File: config.mk
export PLATFORM = sky130hd
export DESIGN_NAME = wash_ctrl_gen2
export DESIGN_NICKNAME = d
export VERILOG_FILES = /design/src/rtl/wash_pkg.sv /design/src/rtl/wash_phase_timer.sv /design/src/rtl/wash_ctrl_gen2.sv
export SDC_FILE = /design/constraint.sdc
export NUM_CORES = 1
export LEC_CHECK = 0
export ABC_AREA = 1
export BUFFER_PORTS_ARGS = -buffer_cell sky130_fd_sc_hd__clkbuf_2
export CAP_MARGIN = 5
export CORE_ASPECT_RATIO = 0.8
export CORE_MARGIN = 2
export CORE_UTILIZATION = 30
export DETAILED_ROUTE_END_ITERATION = 16
export GPL_ROUTABILITY_DRIVEN = 0
export GPL_TIMING_DRIVEN = 0
export MAX_ROUTING_LAYER = met4
export PLACE_DENSITY = 0.55
export SLEW_MARGIN = 40
export SYNTH_ARGS = -nofsm -noshare
export SYNTH_HDL_FRONTEND = slang
export SYNTH_SLANG_ARGS = --single-unit
File: constraint.sdc
create_clock -name clk_fsm -period 2.19 [get_ports clk_fsm]
set_clock_uncertainty 0.1 [all_clocks]
set_input_delay 0.219 -clock clk_fsm [delete_from_list [all_inputs] [get_ports clk_fsm]]
set_output_delay 0.219 -clock clk_fsm [all_outputs]
set_load 0.1 [all_outputs]
File: src/rtl/wash_pkg.sv
// Shared phase encoding and helpers for the wash_ctrl_gen2 sequencer.
package wash_pkg;

  typedef enum logic [2:0] {
    PH_IDLE    = 3'd0,
    PH_FILL    = 3'd1,
    PH_WASH    = 3'd2,
    PH_RINSE   = 3'd3,
    PH_SPIN    = 3'd4,
    PH_PREWASH = 3'd5
  } phase_t;

  // A request of 0 still runs one iteration; anything above the limit is capped.
  function automatic logic [7:0] clamp_iter(input logic [7:0] req,
                                            input logic [7:0] max_iter);
    logic [7:0] r;
    if (req == 8'd0)
      r = 8'd1;
    else if (req > max_iter)
      r = max_iter;
    else
      r = req;
    return r;
  endfunction

  // IDLE maps to 1 so that "duration-1" loads a zero timer.
  function automatic logic [31:0] phase_dur(input phase_t ph,
                                            input int fill_t,
                                            input int wash_t,
                                            input int rinse_t,
                                            input int spin_t,
                                            input int prewash_t);
    logic [31:0] d;
    case (ph)
      PH_FILL:    d = 32'(fill_t);
      PH_WASH:    d = 32'(wash_t);
      PH_RINSE:   d = 32'(rinse_t);
      PH_SPIN:    d = 32'(spin_t);
      PH_PREWASH: d = 32'(prewash_t);
      default:    d = 32'd1;
    endcase
    return d;
  endfunction

endpackage

File: src/rtl/wash_phase_timer.sv
// Loadable phase down-counter; stops at zero and freezes while hold is high.
module wash_phase_timer #(
  parameter int TIMER_W = 16
) (
  input  logic               clk_fsm,
  input  logic               rst,
  input  logic               load,
  input  logic [TIMER_W-1:0] load_val,
  input  logic               hold,
  output logic               zero,
  output logic [TIMER_W-1:0] count
);

  assign zero = (count == '0);

  always_ff @(posedge clk_fsm or posedge rst) begin
    if (rst)
      count <= '0;
    else if (load)
      count <= load_val;
    else if (!hold && !zero)
      count <= count - 1'b1;
  end

endmodule

File: src/rtl/wash_ctrl_gen2.sv
// Coin-started wash sequencer: FILL -> (WASH -> RINSE) x N -> SPIN with an internal timer.
// Optional prewash phase after FILL is enabled by defining WASH_CTRL_PREWASH_EN.
module wash_ctrl_gen2
  import wash_pkg::*;
#(
  parameter int TIMER_W    = 16,
  parameter int FILL_T     = 100,
  parameter int WASH_T     = 300,
  parameter int RINSE_T    = 200,
  parameter int SPIN_T     = 150,
  parameter int PREWASH_T  = 120,
  parameter int COIN_PRICE = 1,
  parameter int MAX_WASH   = 2,
  parameter int CNT_W      = 2
) (
  input  logic               clk_fsm,
  input  logic               rst,
  input  logic               coin_in,
  input  logic [CNT_W-1:0]   wash_count,
  input  logic               pause,
  output logic [2:0]         phase,
  output logic               busy,
  output logic               paused,
  output logic [CNT_W-1:0]   wash_iter,
  output logic [TIMER_W-1:0] time_left,
  output logic               wash_done
);

  localparam int CRED_W = (COIN_PRICE < 2) ? 1 : $clog2(COIN_PRICE + 1);

  phase_t             ph_q, ph_d;
  logic [CRED_W-1:0]  credit_q, credit_d;
  logic [CNT_W-1:0]   iter_q, iter_d;
  logic [CNT_W-1:0]   target_q, target_d;
  logic               done_q, done_d;
  logic               tmr_load, tmr_zero, advance;
  logic [TIMER_W-1:0] tmr_val, tmr_cnt;
  logic [7:0]         target_clamped;
  logic [31:0]        dur_next;

  assign advance        = tmr_zero & ~pause;
  assign target_clamped = clamp_iter(8'(wash_count), 8'(MAX_WASH));
  assign dur_next       = phase_dur(ph_d, FILL_T, WASH_T, RINSE_T, SPIN_T, PREWASH_T);
  assign tmr_val        = TIMER_W'(dur_next - 32'd1);

  wash_phase_timer #(.TIMER_W(TIMER_W)) u_timer (
    .clk_fsm  (clk_fsm),
    .rst      (rst),
    .load     (tmr_load),
    .load_val (tmr_val),
    .hold     (pause),
    .zero     (tmr_zero),
    .count    (tmr_cnt)
  );

  always_ff @(posedge clk_fsm or posedge rst) begin
    if (rst) begin
      ph_q     <= PH_IDLE;
      credit_q <= '0;
      iter_q   <= '0;
      target_q <= '0;
      done_q   <= 1'b0;
    end else begin
      ph_q     <= ph_d;
      credit_q <= credit_d;
      iter_q   <= iter_d;
      target_q <= target_d;
      done_q   <= done_d;
    end
  end

  always_comb begin
    ph_d     = ph_q;
    credit_d = credit_q;
    iter_d   = iter_q;
    target_d = target_q;
    done_d   = 1'b0;
    tmr_load = 1'b0;
    case (ph_q)
      PH_IDLE: begin
        if (coin_in) begin
          if (int'(credit_q) + 1 >= COIN_PRICE) begin
            credit_d = '0;
            target_d = target_clamped[CNT_W-1:0];
            ph_d     = PH_FILL;
            tmr_load = 1'b1;
          end else begin
            credit_d = credit_q + 1'b1;
          end
        end
      end
      PH_FILL: begin
        if (advance) begin
`ifdef WASH_CTRL_PREWASH_EN
          ph_d   = PH_PREWASH;
`else
          ph_d   = PH_WASH;
          iter_d = CNT_W'(1);
`endif
          tmr_load = 1'b1;
        end
      end
`ifdef WASH_CTRL_PREWASH_EN
      PH_PREWASH: begin
        if (advance) begin
          ph_d     = PH_WASH;
          iter_d   = CNT_W'(1);
          tmr_load = 1'b1;
        end
      end
`endif
      PH_WASH: begin
        if (advance) begin
          ph_d     = PH_RINSE;
          tmr_load = 1'b1;
        end
      end
      PH_RINSE: begin
        if (advance) begin
          if (iter_q < target_q) begin
            ph_d   = PH_WASH;
            iter_d = iter_q + 1'b1;
          end else begin
            ph_d   = PH_SPIN;
          end
          tmr_load = 1'b1;
        end
      end
      PH_SPIN: begin
        if (advance) begin
          ph_d     = PH_IDLE;
          iter_d   = '0;
          target_d = '0;
          done_d   = 1'b1;
          tmr_load = 1'b1;
        end
      end
      // Unused codes fall back to IDLE silently, with no completion pulse.
      default: begin
        ph_d     = PH_IDLE;
        iter_d   = '0;
        target_d = '0;
        credit_d = '0;
        tmr_load = 1'b1;
      end
    endcase
  end

  assign phase     = ph_q;
  assign busy      = (ph_q != PH_IDLE);
  assign paused    = busy & pause;
  assign wash_iter = iter_q;
  assign time_left = tmr_cnt;
  assign wash_done = done_q;

endmodule

## Word-level counts from Yosys, hierarchy flattened

Index checks and enable logic that the tools add are counted.

- Input bits: 6
- Output and inout port bits: 24
- Register bits: 25
- Word-level logic and storage cells: 78

- Muxes and demuxes: 29
- $add $sub $neg: 5
- Bitwise operators: 6
- Order comparisons: 3
- Reductions and logical operators: 14
- Eq/ne operators: 15

Operators by type and width:

| operator | number |
|---|---|
| $pmux 9 s5 | 1 |
| $mux 16 | 2 |
| $sub 16x1->16 const B | 2 |
| $mux 3 | 7 |
| $logic_not 16->1 | 1 |
| $mux 2 | 8 |
| $pmux 3 s5 | 1 |
| $eq 3x2->1 const B | 4 |
| $ne 2x2->1 const B | 6 |
| $eq 3x3->1 const B | 3 |
| $pmux 2 s4 | 1 |
| $eq 3x1->1 const B | 2 |
| $mux 1 | 6 |
| $pmux 2 s3 | 1 |
| $reduce_and 5->1 | 1 |
| $not 1->1 | 4 |
| $pmux 1 s2 | 2 |
| $reduce_and 4->1 | 1 |
| $reduce_or 4->1 | 1 |
| $logic_not 3->1 | 1 |
| $reduce_bool 3->1 | 1 |
| $reduce_or 3->1 | 1 |
| $add 1x1->2 const B | 1 |
| $add 2x1->2 const B | 1 |
| other kinds (11) | 13 |

## Longest topological paths before layout

Gate-level depths: netlist of run 1.

- Word-level depth: 9
- Depth in mapped cells: 19
- Depth with buffers taken out: 19

## Cells and area by module

From an unflattened synthesis of run 1, not the netlist that was laid out.

- Cells, all modules: 291
- Area total of the unflattened synthesis: 1946.9 um2

Modules (own cells, without submodules):

| module | cells an instance | area an instance (um2) | sequential area each (um2) | times used |
|---|---|---|---|---|
| wash_phase_timer | 199 | 1277.5 | 400.4 | 1 |
| wash_ctrl_gen2 | 92 | 669.4 | 200.2 | 1 |

## Least setup slack after synthesis of run 1

Ideal clock, no wire load.

- Path kind: register to output
- From: register ph_q[0], in the netlist phase[0]
- To: output paused
- Buffers on the path: 0
- Data arrival time: 2633 ps
- Slack: -762 ps
- Stages on the path, launching flop included: 5
- Required time: 1871 ps
- Cells stage by stage: dfrtp_1 nor2_1 inv_2 nor2_1 nor2_1

- Cells in the longest elaborated chain, start to end: 2

RTL lines:

| item | RTL line | text |
|---|---|---|
| from (decl) | wash_ctrl_gen2.sv:31 | `phase_t ph_q, ph_d;` |
| from (signal assigned) | wash_ctrl_gen2.sv:64 | `ph_q <= ph_d;` |
| $reduce_bool 3->1 | wash_ctrl_gen2.sv:150 | `assign busy = (ph_q != PH_IDLE);` |
| $and 1x1->1 | wash_ctrl_gen2.sv:151 | `assign paused = busy & pause;` |
| to (decl) | wash_ctrl_gen2.sv:23 | `output logic paused,` |

No other way between the ends.

## Worst setup path in the final report of run 1

- From: register u_timer.count[11]
- To: register u_timer.count[8]

- Cells in the longest elaborated chain, start to end: 8
- Elaborated cells on any way between the ends: 20
- Classes of those cells: 1 x add/sub; 5 x eq/ne; 9 x mux; 1 x bitwise; 4 x reduce/logical

RTL lines:

| item | RTL line | text |
|---|---|---|
| from (decl) | wash_phase_timer.sv:11 | `output logic [TIMER_W-1:0] count` |
| from (signal assigned) | wash_phase_timer.sv:20 | `count <= load_val;` |
| from (signal assigned) | wash_phase_timer.sv:22 | `count <= count - 1'b1;` |
| $logic_not 16->1 (*) | wash_phase_timer.sv:14 | `assign zero = (count == '0);` |
| $and 1x1->1 | wash_ctrl_gen2.sv:41 | `assign advance = tmr_zero & ~pause;` |
| $mux 3 (on tied branches) | -- |  |
| $pmux 3 s5 | wash_ctrl_gen2.sv:79 | `case (ph_q)` |
| $eq 3x3->1 (tied with other cells) | wash_pkg.sv:34 | `case (ph)` |
| $pmux 9 s5 | wash_pkg.sv:34 |  |
| $sub 16x1->16 | wash_ctrl_gen2.sv:44 | `assign tmr_val = TIMER_W'(dur_next - 32'd1);` |
| $mux 16 | wash_phase_timer.sv:19 | `else if (load)` |

Mark *: on every way between the ends. The rest lies on a longest branch, timed or not.
A chain may end at the register's enable or synchronous reset.

==> flow_summary.json, run 1 <==
{
  "cts_tree": "yes",
  "p_leak_nw": 1.22,
  "r2r-start": "u_timer.count[11]",
  "status": "finished, violations left",
  "wl_per_cell_um": 12.3,
  "viasPerCell": 4.57,
  "fill_cells": 598,
  "tightest_slew_ps": 535,
  "critical-path-max-stage-delay_ps": 430,
  "synth_area_per_cell_um2": 7.04,
  "yosys.area.top_type": "dfrtp_1",
  "num_vias": 1828,
  "post_dp_cell_area_um2": 2160,
  "crit_start": "u_timer.count[11]",
  "required_ps": 2270,
  "dpl.hpwl_um": 3520,
  "clk_path_buf_depth": 2,
  "crit_family": "simple AND/OR/NAND/NOR gates",
  "ant_nets": 0,
  "ys_ff_latch": 24,
  "cp-end-kind": "flop",
  "grtUsageMet1_pct": 22.5,
  "yosys-top-cells-area": "dfrtp_1, nand2_1, nor2_1, inv_1, nor2_4",
  "final_layout_size_suffix_gt1_share_pct": 51.4,
  "cpMostUsedCell": "nand2_1",
  "grt_overflow_total": 0,
  "htreeDepth": 1,
  "ys_seq_area_share_pct": 33.5,
  "crit_fanout": 7,
  "max_cap_viol_count": 0,
  "finalSetupViolations": 15,
  "post-route-drc-count": 0,
  "yosys.area.top_type_share_pct": 33.5,
  "crit_arrival_ps": 2610,
  "multi_input_area_um2": 1250,
  "p_per_area_nw_per_um2": 1570,
  "top_usage_layer": "met2",
  "chipWidth_um": 90.5,
  "grt_max_degree": 25,
  "crit_buf_inv": 1,
  "synth.cell_area_um2": 1790,
  "period_share_pct": 115,
  "antenna-diode-count": 0,
  "syn-num-nets": 263,
  "path_cells": "nor2_1 -> nand2_2 -> nor2_4 -> nand3_4 -> nand2_4 -> nand2_8 -> nand2_8 -> buf_8 -> nand4_1 -> and2_4 -> ha_4 -> nand4_4 -> nor2_4 -> nand2_1 -> nand2_1 -> nand2_1 -> nand2_1",
  "grtUsageMet3_pct": 3.00,
  "crit_path_end": "u_timer.count[8]",
  "final_cell_mix": "nand2_1, buf_4, clkbuf_2",
  "min_period_ps": 2530,
  "setup_ws_ps": -339,
  "synth_cells": 255,
  "synth_warnings": 0,
  "layout.nets": 328,
  "top_level_ports": 30,
  "slew_viol_final": 0,
  "start_util_pct": 30.7,
  "routed_wl_um": 4900,
  "fin_area_um2": 2640,
  "slowest_stage": "dfrtp_2",
  "clk_pin_slew_ps": 90,
  "min_path_type": "in -> reg",
  "grt_pass1_wl_um": 8080,
  "startpoint_type": "flop",
  "worst-r2r-cell-count": 17,
  "antenna_found_initial": 0,
  "grt_pass1_vias": 1668,
  "insertion_delay_ps": 280,
  "die_h_um": 73.2,
  "dr.pass1.iters": 4,
  "grt_setup_unrepaired": "true",
  "r2r_end": "u_timer.count[8]",
  "r2r_setup_slack_ps": -340,
  "max_freq_mhz": 395,
  "port_buffers": 28,
  "rows": 25,
  "synth_cell_type_count": 34,
  "cp.depth": 17,
  "hold_viol_final": 0,
  "root_buffer": "clkbuf_8",
  "vdd_ir_drop_max_uv": 919,
  "slew_headroom_pct": 64.3,
  "crit_type": "reg -> reg",
  "holdWs_ps": 38.0,
  "die-area_um2": 6620,
  "violations": "setup timing",
  "synthToLayoutAreaGrowth_pct": 47.1,
  "cts.sinks": 24,
  "track_usage_pct": 15.6,
  "regArea_um2": 657,
  "drt_iter0_drc": 107,
  "cts_buffers": 3,
  "core_area_um2": 5850,
  "final_common_cell": "nand2_1",
  "grt_util_met2_pct": 22.7
}
==> power by group <==
group	internal (W)	total [W]	switching, W
logic	0.000831	0.00301	0.00218
clock network	0.000161	0.000317	0.000156
registers	0.000659	0.000809	0.000151
total	0.00165	0.00414	0.00249
==> area by class of cell <==
class,instances,share of cell area [%]
Multi-Input combinational cell,187,47.5
Sequential cell,24,24.9
Timing Repair Buffer,60,14.6
Inverter,42,6.30
Tap cell,81,3.84
Clock buffer,4,2.09
Buffer,2,0.758
==> kinds of logic (layout without fill, tap and decap cells) <==
group / count (synthesis) / count (layout) / share of synthesized area, %
and+or+nand+nor: 156 / 156 / 45.1
buffers and inverters: 44 / 108 / 9.90
AOI/OAI and AO/OA: 25 / 25 / 8.16
DFF: 24 / 24 / 33.5
xor gates and xnor gates: 4 / 4 / 1.95
adders and majority gates: 2 / 2 / 1.39
==> repair_timing <==
item	in CTS	in global routing
pin swaps	16	16
gates resized for setup	23	19
setup endpoints to repair	16	15
hold buffers	1	0
hold endpoints to repair	24	0
buffers inserted	22	9
==> metrics by stage <==
stage	power, W	TNS (ps)	cells	util [%]	setup slack [ps]
after floorplan	0.00293	-3410	255	-	-342
after global placement	0.00332	-5170	364	36.9	-476
after detailed placement	0.00333	-5230	364	36.9	-492
after CTS	0.00396	-2880	391	42.5	-260
after global routing	0.00440	-5760	400	45.1	-483
final	0.00414	-3500	400	45.1	-339
==> synthesized netlist by cell type, drive strengths merged <==
cell type	n
xnor2	2
ha	2
nor3	3
o21ai	15
o221ai	1
and2	1
o31ai	2
buf	2
nand4	8
a21oi	3
nand2	78
nor2	46
dfrtp	24
or2	1
nand3	19
clkinv	3
xor2	2
inv	39
a31oi	3
o22ai	1
==> registers in the layout (all words and copies together), names as in the netlist <==
register and flops:
phase 3, target_q 2, u_timer.count 16, wash_done 1, wash_iter 2
==> layer usage <==
metal | vias to the layer above | wire (um)
li1 | 929 | -
met1 | 851 | 2550
met5 | - | 0
met4 | 0 | 65
met2 | 42 | 2100
met3 | 6 | 188
==> worst min path at each step <==
stage                   from     endpoint  cells after the start
6_report       wash_count[1]  target_q[0]                      2
5_1_grt        wash_count[1]  target_q[0]                      2
4_1_cts        wash_count[1]  target_q[0]                      2
3_5_place_dp             rst  target_q[1]                      2
3_3_place_gp   wash_count[1]  target_q[0]                      2
2_1_floorplan            rst     phase[0]                      1
==> worst reg2reg max path: stages, from the launching register on <==
cell,delay [ps]
dfrtp_2,430
nor2_1,160
nand2_2,120
nor2_4,150
nand3_4,140
nand2_4,120
nand2_8,70
nand2_8,110
buf_8,110
nand4_1,140
and2_4,210
ha_4,180
nand4_4,100
nor2_4,60
nand2_1,50
nand2_1,60
nand2_1,70
nand2_1,50
Power figures use the tool's default switching activity.
==> inputs of run 2 (changes only) <==
- PLACE_DENSITY: 0.55 -> unset
- PLACE_DENSITY_LB_ADDON: unset -> 0.25
- REMOVE_ABC_BUFFERS: unset -> 1
==> run 2 against run 1 <==
Compared with the run above: the run still ends with setup timing left; fmax rose by 3.1%; setup slack improved by 77 ps; utilization fell by 1.3 points; critical path depth fell by 3; combinational power barely moved; global-route usage rose by 0.30 points; via count rose by 0.11%; clock power fell by 13%; non-clock buffer count rose by 3; total power fell by 2.8%; highest routed layer unchanged.
==> flow_summary.json, run 2 (synthesis gave the netlist of run 1 again) <==
{
  "p_per_area_nw_per_um2": 1570,
  "final_layout_size_suffix_gt1_share_pct": 44.9,
  "crit_arrival_ps": 2520,
  "die-area_um2": 6620,
  "power.total_w": 0.00402,
  "synthToLayoutAreaGrowth_pct": 43.0,
  "layout.nets": 331,
  "core_area_um2": 5850,
  "port_buffers": 28,
  "period_share_pct": 112,
  "rows": 25,
  "violations": "setup timing",
  "min_period_ps": 2450,
  "hold_viol_final": 0,
  "cts.sinks": 24,
  "viasPerCell": 4.55,
  "ant_nets": 0,
  "status": "finished, violations left",
  "cts_tree": "yes",
  "p_int_w": 0.00156,
  "preCtsSetupSlack_ps": -585,
  "final_common_cell": "nand2_1",
  "setup_tns_ps": -3020,
  "antenna-diode-count": 0,
  "slew_viol_final": 0,
  "max_freq_mhz": 408,
  "crit_type": "reg -> reg",
  "crit_fanout": 6,
  "die_h_um": 73.2,
  "fill_cells": 592,
  "cp-end-kind": "flop",
  "setup_ws_ps": -262,
  "cts_buffers": 3,
  "dr.pass1.iters": 4,
  "grt_max_degree": 25,
  "switching_share_pct": 61.1,
  "fin_area_um2": 2570,
  "p_comb_share_pct": 74.3,
  "insertion_delay_ps": 270,
  "post_dp_cell_area_um2": 2020,
  "required_ps": 2250,
  "vdd_ir_drop_max_uv": 819,
  "finalSetupViolations": 15,
  "clk_path_buf_depth": 2,
  "largest_register_ffs": 16,
  "chipWidth_um": 90.5,
  "clk_pin_slew_ps": 90,
  "power_frac_seq_pct": 18.9,
  "wl_per_cell_um": 12.8,
  "num_vias": 1830,
  "max_cap_viol_count": 0,
  "p_switching_w": 0.00246,
  "tightest_slew_ps": 546,
  "htreeDepth": 1,
  "p_leak_nw": 1.25,
  "drt_iter0_drc": 103,
  "antenna_found_initial": 0,
  "root_buffer": "clkbuf_8",
  "top_level_ports": 30,
  "final_cell_mix": "nand2_1, buf_4, nor2_1",
  "clockPowerShare_pct": 6.8,
  "post-route-drc-count": 0,
  "regMostFlops": "u_timer.count",
  "startpoint_type": "flop",
  "grt_overflow_total": 0,
  "grt_pass1_vias": 1687,
  "grt_setup_unrepaired": "true",
  "min_path_type": "in -> reg",
  "grt_pass1_wl_um": 8110,
  "routed_wl_um": 5140,
  "start_util_pct": 30.7,
  "slew_headroom_pct": 63.7,
  "holdWs_ps": 36.4,
  "track_usage_pct": 16.0,
  "dpl.hpwl_um": 3340
}
==> run 2: worst paths after layout <==
path | start | end | slack [ps] | cells after the start
max | u_timer.count[15] | u_timer.count[6] | -260 | 14
min | wash_count[1] | target_q[0] | 40 | 2
max reg2reg | u_timer.count[15] | u_timer.count[6] | -260 | 14
min reg2reg | target_q[0] | target_q[0] | 400 | 2
max in group asynchronous | rst | u_timer.count[1] | 1200 | 3
min in group asynchronous | rst | u_timer.count[7] | 410 | 3
==> run 2: per-layer routing <==
layer	wire length (um)	part of all wire [%]	vias up	track usage [%]
li1	-	-	945	-
met1	2530	49	837	21.7
met2	2360	46	42	24.7
met3	183	3.6	6	2.38
met4	74	1.4	0	4.96
met5	0	0	-	-
==> run 2: final cells by class <==
class | count | area, um2 | area share (%)
clock buffer | 3 | 41.3 | 1.61
inverter | 42 | 171 | 6.68
multi-input combinational | 187 | 1210 | 47.1
sequential | 24 | 609 | 23.7
tap | 81 | 101 | 3.95
timing repair buffer | 65 | 435 | 17.0
==> run 2: worst max-delay path: stages (launching register included) <==
cell	delay [ps]
dfrtp_1	420
nor2_2	140
nand2_1	100
nor2_4	180
nand3_4	130
nand2_4	120
nand2_8	70
nand2_8	120
nand4_1	170
and2_4	220
ha_4	180
nand3_4	100
nor3_1	50
o21ai_1	170
nand2_1	70
==> run 2: power by group through the flow <==
stage	sequential (W)	clock (W)	combinational [W]
after floorplan	0.00175	0	0.00102
after global placement	0.000757	0	0.00238
after detailed placement	0.000760	0	0.00239
after CTS	0.000758	0.000284	0.00267
after global routing	0.000781	0.000305	0.00321
final	0.000759	0.000275	0.00299
==> run 2: metrics by stage <==
stage               utilization [%]  cells
global route                   43.9    402
CTS                            40.0    383
global placement               34.5    362
finish                         43.9    402
detailed placement             34.5    362
floorplan                         -    253
==> run 2: timing repair <==
item,4_1_cts,5_1_grt
setup buffers,17,19
hold endpoints to repair,24,0
resized for setup,36,22
hold buffers,1,0
pin swaps,20,24
endpoints found under the setup margin,16,16
==> inputs of run 3 (changes only) <==
- CORE_UTILIZATION: 30 -> 27
- SKIP_CTS_REPAIR_TIMING: unset -> 1
==> run 3 against run 2 <==
Compared with the run above: the run still ends with setup timing left; utilization down 4.9 points; die area up 11%; hold slack worse by 5.0 ps; clock power up 2%; count of clock-buffer cells in the layout unchanged; final cell count down 0.25%; total power down 4.7%; setup slack worse by 93 ps.
==> flow_summary.json, run 3 (synthesis gave the netlist of run 1 again) <==
{
  "status": "finished, violations left",
  "violations": "setup timing",
  "setup_ws_ps": -355,
  "required_ps": 2260,
  "rows": 26,
  "finalSetupViolations": 15,
  "worstHoldStart": "wash_count[1]",
  "cts_buffers": 3,
  "regMostFlops": "u_timer.count",
  "final_common_cell": "nand2_1",
  "layout.nets": 327,
  "grt_pass1_wl_um": 7770,
  "clk_pin_slew_ps": 90,
  "drt_iter0_drc": 129,
  "final_layout_size_suffix_gt1_share_pct": 41.6,
  "insertion_delay_ps": 270,
  "min_path_type": "in -> reg",
  "min_period_ps": 2550,
  "grt_max_degree": 25,
  "grt_setup_unrepaired": "true",
  "p_leak_nw": 1.23,
  "viasPerCell": 4.42,
  "grt_overflow_total": 0,
  "crit_arrival_ps": 2610,
  "cp-end-kind": "flop",
  "cpMostUsedCell": "nand2_8",
  "post_dp_cell_area_um2": 2020,
  "die-area_um2": 7320,
  "dpl.hpwl_um": 3450,
  "synthToLayoutAreaGrowth_pct": 39.1,
  "antenna_found_initial": 0,
  "antenna-diode-count": 0,
  "r2r_end": "u_timer.count[6]",
  "tightest_slew_ps": 564,
  "hold_depth": 2,
  "post-route-drc-count": 0,
  "wl_per_cell_um": 12.4,
  "clk_path_buf_depth": 2,
  "slowest_stage": "dfrtp_1",
  "wl_met1_um": 2600,
  "regArea_um2": 601,
  "r2r_setup_slack_ps": -360,
  "fin_util_pct": 38.9,
  "wl_met2_um": 2220,
  "wl_met3_um": 113,
  "worst-r2r-cell-count": 15,
  "fill_cells": 694,
  "crit_type": "reg -> reg",
  "max_cap_viol_count": 0,
  "hold_viol_final": 0,
  "p_per_area_nw_per_um2": 1540,
  "ant_nets": 0,
  "grt_pass1_vias": 1633,
  "top_level_ports": 30,
  "r2r-start": "u_timer.count[13]",
  "dr.pass1.iters": 4,
  "setup_tns_ps": -3860,
  "htreeDepth": 1,
  "vdd_ir_drop_max_uv": 663,
  "port_buffers": 28,
  "num_vias": 1772,
  "largest_register_ffs": 16,
  "track_usage_pct": 13.7,
  "fin_area_um2": 2500,
  "crit_fanout": 7,
  "min_to": "target_q[0]",
  "max_freq_mhz": 393,
  "chipWidth_um": 95.1,
  "multi_input_area_um2": 1170,
  "slew_headroom_pct": 62.4,
  "highest_layer": "met4",
  "critical-path-max-stage-delay_ps": 420,
  "cts_tree": "yes",
  "startpoint_type": "flop",
  "path_cells": "nor2_2 -> nand2_2 -> nor2_4 -> nand3_4 -> nand2_4 -> nand2_8 -> nand2_8 -> buf_6 -> nand4_1 -> and2_4 -> ha_4 -> nand3_2 -> nor3_1 -> o21ai_1 -> nand2_1",
  "slew_viol_final": 0,
  "core_area_um2": 6410,
  "start_util_pct": 28.0,
  "routed_wl_um": 4980,
  "root_buffer": "clkbuf_8",
  "preCtsSetupSlack_ps": -608,
  "final_cell_mix": "nand2_1, nor2_1, clkbuf_2",
  "die_h_um": 76.9,
  "cts.sinks": 24,
  "period_share_pct": 116
}
## run 3: cell count changes in the layout (fill, tap and decap cells not counted), moves of 2 or more
cell,change
nor2_1,+3
buf_4,-7
buf_6,+2
nand2_2,+2
nand3_2,+3
nand3_4,-3
nor2_4,-2
dfrtp_1,+7
dfrtp_2,-7
## run 3: power breakdown
group	switching (W)	total (W)	internal, W
Clock	0.000157	0.000281	0.000124
Combinational	0.00208	0.00282	0.000734
Sequential	0.000142	0.000736	0.000594
## run 3: final cells by class
cell class	instances	share of cell area (%)
Multi-Input combinational cell	188	46.9
Sequential cell	24	24.1
Timing Repair Buffer	60	16.4
Inverter	42	6.77
Tap cell	84	4.21
Clock buffer	3	1.65
## run 3: how the worst max path moves through the flow
stage                      start                 to  slack (ps)  cells past startpoint
6_report       u_timer.count[13]   u_timer.count[6]        -360                     15
5_1_grt        u_timer.count[13]  u_timer.count[12]        -530                     16
4_1_cts        u_timer.count[12]  u_timer.count[14]        -640                     18
3_5_place_dp   u_timer.count[12]  u_timer.count[14]        -610                     18
3_3_place_gp   u_timer.count[12]  u_timer.count[14]        -580                     18
2_1_floorplan           phase[0]             paused        -760                      4
## run 3: per-stage QoR
step / hold WS, ps / power [W] / instances
after floorplan: 134 / 0.00276 / 253
after global placement: 334 / 0.00315 / 365
after detailed placement: 203 / 0.00316 / 365
after CTS: -99.5 / 0.00345 / 368
after global routing: 34.4 / 0.00409 / 401
final: 31.3 / 0.00383 / 401
## run 3: worst max-delay path: cells and delay by family (launching register included)
| kind | cells | cell delay (ps) |
|---|---|---|
| AND/OR/NAND/NOR | 12 | 1520 |
| flip-flops | 1 | 420 |
| adder cells (fa/ha/maj) | 1 | 180 |
| AO/OA/AOI/OAI | 1 | 140 |
| buffers and inverters | 1 | 100 |
## run 3: metal layers
| layer | up-vias | GRT usage, % |
|---|---|---|
| met3 | 4 | 1.87 |
| met2 | 20 | 19.7 |
| met4 | 0 | 3.91 |
| met1 | 813 | 20.0 |
| li1 | 935 | - |
| met5 | - | - |
